$ cat src/rtl/lfsr_arb_ctrl_pkg.sv
`default_nettype none
// +---------------------------------------------------------------------------+
// | Module : lfsr_arb_ctrl_pkg                                                |
// | Brief  : FSM state encoding and LFSR width shared by the arbiter slice    |
// | Rev    : 1.0                                                              |
// +---------------------------------------------------------------------------+
package lfsr_arb_ctrl_pkg;

    localparam int c_lfsr_w = 6;

    typedef enum logic [1:0] {
        ST_IDLE = 2'd0,
        ST_LOAD = 2'd1,
        ST_RUN  = 2'd2,
        ST_DONE = 2'd3
    } state_t;

endpackage
`default_nettype wire

$ cat src/rtl/lfsr_arb_ctrl_lfsr.sv
`default_nettype none
// +---------------------------------------------------------------------------+
// | Module : LFSR_6bit                                                        |
// | Brief  : 6-bit Galois LFSR, sel=0 parallel load, sel=1 single step        |
// | Rev    : 1.0                                                              |
// +---------------------------------------------------------------------------+
module LFSR_6bit (
    input  logic       clk,
    input  logic       rst_n,
    input  logic       sel,
    input  logic [5:0] parallel_in,
    output logic [5:0] parallel_out
);

    // Bit 5 feeds back into bit 0 and is XORed into bits 1 and 3.
    always_ff @(posedge clk or negedge rst_n) begin
        if (!rst_n) begin
            parallel_out <= '0;
        end else if (sel) begin
            parallel_out <= {parallel_out[4],
                             parallel_out[3],
                             parallel_out[2] ^ parallel_out[5],
                             parallel_out[1],
                             parallel_out[0] ^ parallel_out[5],
                             parallel_out[5]};
        end else begin
            parallel_out <= parallel_in;
        end
    end

endmodule
`default_nettype wire

$ cat src/rtl/lfsr_arb_ctrl.sv
`default_nettype none
// +---------------------------------------------------------------------------+
// | Module : lfsr_arb_ctrl                                                    |
// | Brief  : Round-robin sharing of one 6-bit LFSR between two requesters     |
// | Rev    : 1.0                                                              |
// +---------------------------------------------------------------------------+
module lfsr_arb_ctrl
    import lfsr_arb_ctrl_pkg::*;
#(
    parameter int STEP_W = 4
) (
    input  logic                clk,
    input  logic                rst_n,
    input  logic [1:0]          req_valid,
    output logic [1:0]          req_ready,
    input  logic [c_lfsr_w-1:0] req0_seed,
    input  logic [c_lfsr_w-1:0] req1_seed,
    input  logic [STEP_W-1:0]   req0_steps,
    input  logic [STEP_W-1:0]   req1_steps,
    output logic                rsp_valid,
    input  logic                rsp_ready,
    output logic                rsp_id,
    output logic [c_lfsr_w-1:0] rsp_data,
    output logic                busy
);

    state_t              r_state;
    logic                r_rr;
    logic [STEP_W-1:0]   r_cnt;
    logic [STEP_W-1:0]   r_steps;
    logic [c_lfsr_w-1:0] r_seed;
    logic                r_id;
    logic                r_rsp_valid;

    logic                w_gnt_idx;
    logic                w_lfsr_sel;
    logic [c_lfsr_w-1:0] w_lfsr_in;
    logic [c_lfsr_w-1:0] w_lfsr_out;

    // Contention goes to the pointer; a lone requester always wins.
    assign w_gnt_idx = (req_valid == 2'b11) ? r_rr : req_valid[1];

    always_comb begin
        req_ready = '0;
        if (rst_n && (r_state == ST_IDLE) && (|req_valid)) begin
            req_ready[w_gnt_idx] = 1'b1;
        end
    end

    // The core has no hold mode, so idle states reload its own output.
    assign w_lfsr_sel = (r_state == ST_RUN);
    assign w_lfsr_in  = (r_state == ST_LOAD) ? r_seed : w_lfsr_out;

    LFSR_6bit u_lfsr (
        .clk          (clk),
        .rst_n        (rst_n),
        .sel          (w_lfsr_sel),
        .parallel_in  (w_lfsr_in),
        .parallel_out (w_lfsr_out)
    );

    always_ff @(posedge clk or negedge rst_n) begin
        if (!rst_n) begin
            r_state     <= ST_IDLE;
            r_rr        <= 1'b0;
            r_cnt       <= '0;
            r_steps     <= '0;
            r_seed      <= '0;
            r_id        <= 1'b0;
            r_rsp_valid <= 1'b0;
        end else begin
            case (r_state)
                ST_IDLE: begin
                    if (|req_valid) begin
                        r_seed  <= w_gnt_idx ? req1_seed  : req0_seed;
                        r_steps <= w_gnt_idx ? req1_steps : req0_steps;
                        r_cnt   <= w_gnt_idx ? req1_steps : req0_steps;
                        r_id    <= w_gnt_idx;
                        r_rr    <= ~w_gnt_idx;
                        r_state <= ST_LOAD;
                    end
                end
                ST_LOAD: begin
                    if (r_steps != '0) begin
                        r_state <= ST_RUN;
                    end else begin
                        r_state     <= ST_DONE;
                        r_rsp_valid <= 1'b1;
                    end
                end
                ST_RUN: begin
                    r_cnt <= r_cnt - STEP_W'(1);
                    if (r_cnt == STEP_W'(1)) begin
                        r_state     <= ST_DONE;
                        r_rsp_valid <= 1'b1;
                    end
                end
                ST_DONE: begin
                    if (rsp_ready) begin
                        r_state     <= ST_IDLE;
                        r_rsp_valid <= 1'b0;
                    end
                end
                default: r_state <= ST_IDLE;
            endcase
        end
    end

    assign rsp_valid = r_rsp_valid;
    assign rsp_id    = r_id;
    assign rsp_data  = w_lfsr_out;
    assign busy      = (r_state != ST_IDLE);

endmodule
`default_nettype wire
$ cat config.mk
export PLATFORM = sky130hd
export DESIGN_NAME = lfsr_arb_ctrl
export DESIGN_NICKNAME = d
export VERILOG_FILES = /design/src/rtl/lfsr_arb_ctrl_pkg.sv /design/src/rtl/lfsr_arb_ctrl_lfsr.sv /design/src/rtl/lfsr_arb_ctrl.sv
export SDC_FILE = /design/constraint.sdc
export NUM_CORES = 1
export LEC_CHECK = 0
export ABC_AREA = 1
export BUFFER_PORTS_ARGS = -buffer_cell sky130_fd_sc_hd__buf_2
export CAP_MARGIN = 5
export CORE_MARGIN = 5
export CORE_UTILIZATION = 35
export DETAILED_ROUTE_END_ITERATION = 16
export HOLD_SLACK_MARGIN = 0.05
export SLEW_MARGIN = 15
export SYNTH_ARGS = -nofsm -noshare
export SYNTH_HDL_FRONTEND = slang
export SYNTH_SLANG_ARGS = --single-unit
$ cat constraint.sdc
create_clock -name clk -period 2.45 [get_ports clk]
set_input_delay 0.3675 -clock clk [delete_from_list [all_inputs] [get_ports clk]]
set_output_delay 0.3675 -clock clk [all_outputs]
set_load 0.05 [all_outputs]
==> summary.md <==
| Metric | Value |
|---|---|
| Run status | finished clean |
| Sort of element at the start of the critical path | flip-flop |
| CTS hold repair buffers | 0 |
| Post-DP HPWL | 2554 um |
| Standard-cell rows | 23 |
| DR vias | 1,282 |
| Max frequency | 0.4867 GHz |
| Primary FF master, synth | dfrtp_1 |
| Count of port buffers added during placement | 35 |
| Drt via density | 4.748 |
| Peak supply drop | 0.5963 mV |
| Final cycle utilization of the critical path | 83.87% |
| Register bit total from synthesis | 25 |
| Effective utilization at floorplan | 35.70% |
| Power spent charging and discharging nets | 1.271 mW |
| Worst Setup SP | r_state[0]$_DFFE_PN0P_ |
| Worst EP arrival | 1690 ps |
| Cts bufs inserted | 3 |
| Clk pwr share | 10.1% |
| Aggregate global-route resource usage | 13.34% |
| Buffer depth of the longest clock path | 2 |
| Relative contribution of sequential cells to total power | 32.2% |
| Post-CTS resize count | 0 |
| Register-to-register path setup slack | 810 ps |
| Setup Crit Path Kind | flip-flop to primary output |
| Sequential share of the synthesized area | 44.44% |
| Insertion delay of the later-clocked pin in the worst-skew pair | 260 ps |
| Vertical die dimension | 73.42 um |
| Switching Share | 51.24% |
| Count of distinct cell types in the synthesized netlist | 23 |
| Routed length per placed instance | 12.04 um |
| Proportion of layout cells with a drive suffix above 1 | 22.27% |
| Detailed-router iteration count before antenna repair | 4 |
| Number of H-tree levels | 1 |
| Number of violations reported at the end of detailed-routing iteration 0 | 59 |
| Avg Synthesized Cell Area | 7.650 um^2 |
| Power Internal | 1.209 mW |
| Setup repair bufs after CTS | 0 |
| Fraction of synthesis flops using an asynchronous set or reset pin | 100.0% |
| Antenna violations before repair | 0 |
| Multi-input gate area in the final layout | 695.7 um^2 |
| Clock skew after layout | 1.683 ps |
| Power density relative to cell area | 1474 mW/mm^2 |
| Worst setup margin | 395.2 ps |
| Static leakage power | 0.8792 nW |
| Synth Cell Area | 0.001408 mm^2 |
| Yosys top cell by area | dfrtp_1 |
| Library cell used as clock root buffer | clkbuf_8 |
| Post-route core utilization | 42.68% |
| Final max-slew violation count | 0 |
| Max-cap check violation count | 0 |
| Crit path capture type | primary output |
| Clock edge transition at the registers on the reported setup and hold paths | 90 ps |
| Via count of the first global-routing pass | 1,246 |
| Number of fillers in the final layout | 408 |
| DRC | 0 |
| Final-layout worst hold slack | 84.82 ps |
| Clock period minus worst slack | 2055 ps |
| Share of power burned in combinational logic | 57.8% |
| Final antenna diode count | 0 |
| Dpl ws | 685.7 ps |
| Synth top area share | 44.44% |
| Slew of the pin with the lowest slew margin | 402.5 ps |
| Final weighted congestion in routability-driven placement | 0.7541 |
| Count of flip-flops with a built-in enable after synthesis | 0 |
| RSZ-0062 raised after global routing | false |
| I/O pin cnt | 36 |
| Synthesis-to-layout area growth | 19.56% |
| Critical register-to-register path startpoint | r_state[0]$_DFFE_PN0P_ |
| Number of failing hold endpoints at the final stage | 0 |
| Syn_nets | 216 |
| Post-layout total power | 2.480 mW |
| Die area | 0.005390 mm^2 |
| Clock tree sinks | 25 |
| Data required time of the critical path | 2080 ps |
| Wire length of the first global-routing pass | 5623 um |
| Setup TNS | 0 ps |
| Antenna-violating nets left | 0 |
| Number of nets in the layout | 253 |
| Pin count of the biggest net entering global routing | 26 |
| Final count of negative-setup-slack endpoints | 0 |
| Placeable Area | 0.003943 mm^2 |
| Synthesis Warnings | 0 |
| Top post-synthesis cells by area | dfrtp_1 (44%), nand2_1 (16%), nand3_1 (8.5%), ha_1 (6.2%), nor2_1 (5.1%) |
| Gate count after technology mapping | 184 |
| Type of the most critical hold path | primary input to async pin |
| Normalized max-slew margin | 73.07% |
| Critical path fanouts, max | 5 |
| GR Overflow Total | 0 |
| Sequential cell area | 625.6 um^2 |
| Clock tree from TritonCTS | done |
| Total length of routed wires | 3251 um |
| Horizontal die dimension | 73.42 um |
## synth_stat cells (2+ instances only)
library cell  count
inv_1            14
o21ai_0           3
nor2_1           19
dfrtp_1          25
ha_1              7
nand2_1          61
nand2_2           2
nand3_1          24
inv_2             2
a31oi_1          10
buf_2             2
a21oi_1           4
## state kept, by name, summed over array words and instances (netlist names)
| name | count |
|---|---|
| r_cnt | 4 |
| r_rr | 1 |
| r_seed | 6 |
| r_state | 2 |
| r_steps | 4 |
| rsp_id | 1 |
| rsp_valid | 1 |
| u_lfsr.parallel_out | 6 |
## layout make-up
cell class	count	area share, %
flip-flops and latches	25	37.17
well taps	50	3.717
inverters	16	3.569
multi-input cells	138	41.34
clock buffers	3	2.454
repair buffers	37	11.30
clock inverters	1	0.4461
## logic make-up (layout without fill, tap and decap cells)
logic type               count (synthesis)  in the layout  synth area share [%]
AO/OA/AOI/OAI                           19             19                 7.911
XOR/XNOR                                 1              1                0.6223
adder cells (fa/ha/maj)                  7              7                 6.222
buffers and inverters                   21             57                 6.578
flip-flops                              25             25                 44.44
AND/OR/NAND/NOR                        111            111                 34.22
## through the flow
stage	cells	instance area, um^2
6_report	270	1683
3_3_place_gp	266	1634
4_1_cts	270	1683
3_5_place_dp	266	1634
5_1_grt	270	1683
2_1_floorplan	184	1414
## placed cells by master (no fill, tap or decap), types with 2 or more instances in the layout
cell	netlist	layout
inv_1	14	14
dfrtp_1	25	25
ha_1	7	7
buf_2	2	35
a31oi_1	10	10
o21ai_0	3	3
buf_4	1	2
nand2_1	61	61
nand2_2	2	2
nand3_1	24	24
inv_2	2	2
a21oi_1	4	4
clkbuf_8	0	3
nor2_1	19	19
## worst paths after layout
check | endpoint | cells past startpoint
min reg2reg | rsp_valid$_DFFE_PN0P_ | 2
min | r_steps[0]$_DFFE_PN0P_ | 2
min in group clk | r_seed[1]$_DFFE_PN0P_ | 3
max | req_ready[0] | 5
max reg2reg | r_seed[0]$_DFFE_PN0P_ | 7
max in group asynchronous | r_cnt[3]$_DFFE_PN0P_ | 2
## worst max-delay path, stage by stage, from the launching register on
cell	delay (ps)
dfrtp_1	440
inv_1	140
ha_1	190
inv_1	90
nor4_2	270
buf_2	300
## power groups by stage
stage	Clock [mW]	Sequential (mW)	Combinational [mW]
2_1_floorplan	0	1.00	0.934
3_3_place_gp	0	0.808	1.43
3_5_place_dp	0	0.808	1.45
4_1_cts	0.259	0.800	1.45
5_1_grt	0.277	0.834	1.63
6_report	0.250	0.797	1.43
## routing by layer
| layer | global-route usage (%) | wire (um) | vias to the layer above |
|---|---|---|---|
| li1 | - | - | 670 |
| met5 | 0 | 0 | - |
| met2 | 20.46 | 1459 | 26 |
| met1 | 19.21 | 1568 | 584 |
| met3 | 2.599 | 189 | 2 |
| met4 | 3.622 | 33 | 0 |
Note: power is estimated with default switching activity, not from simulation.
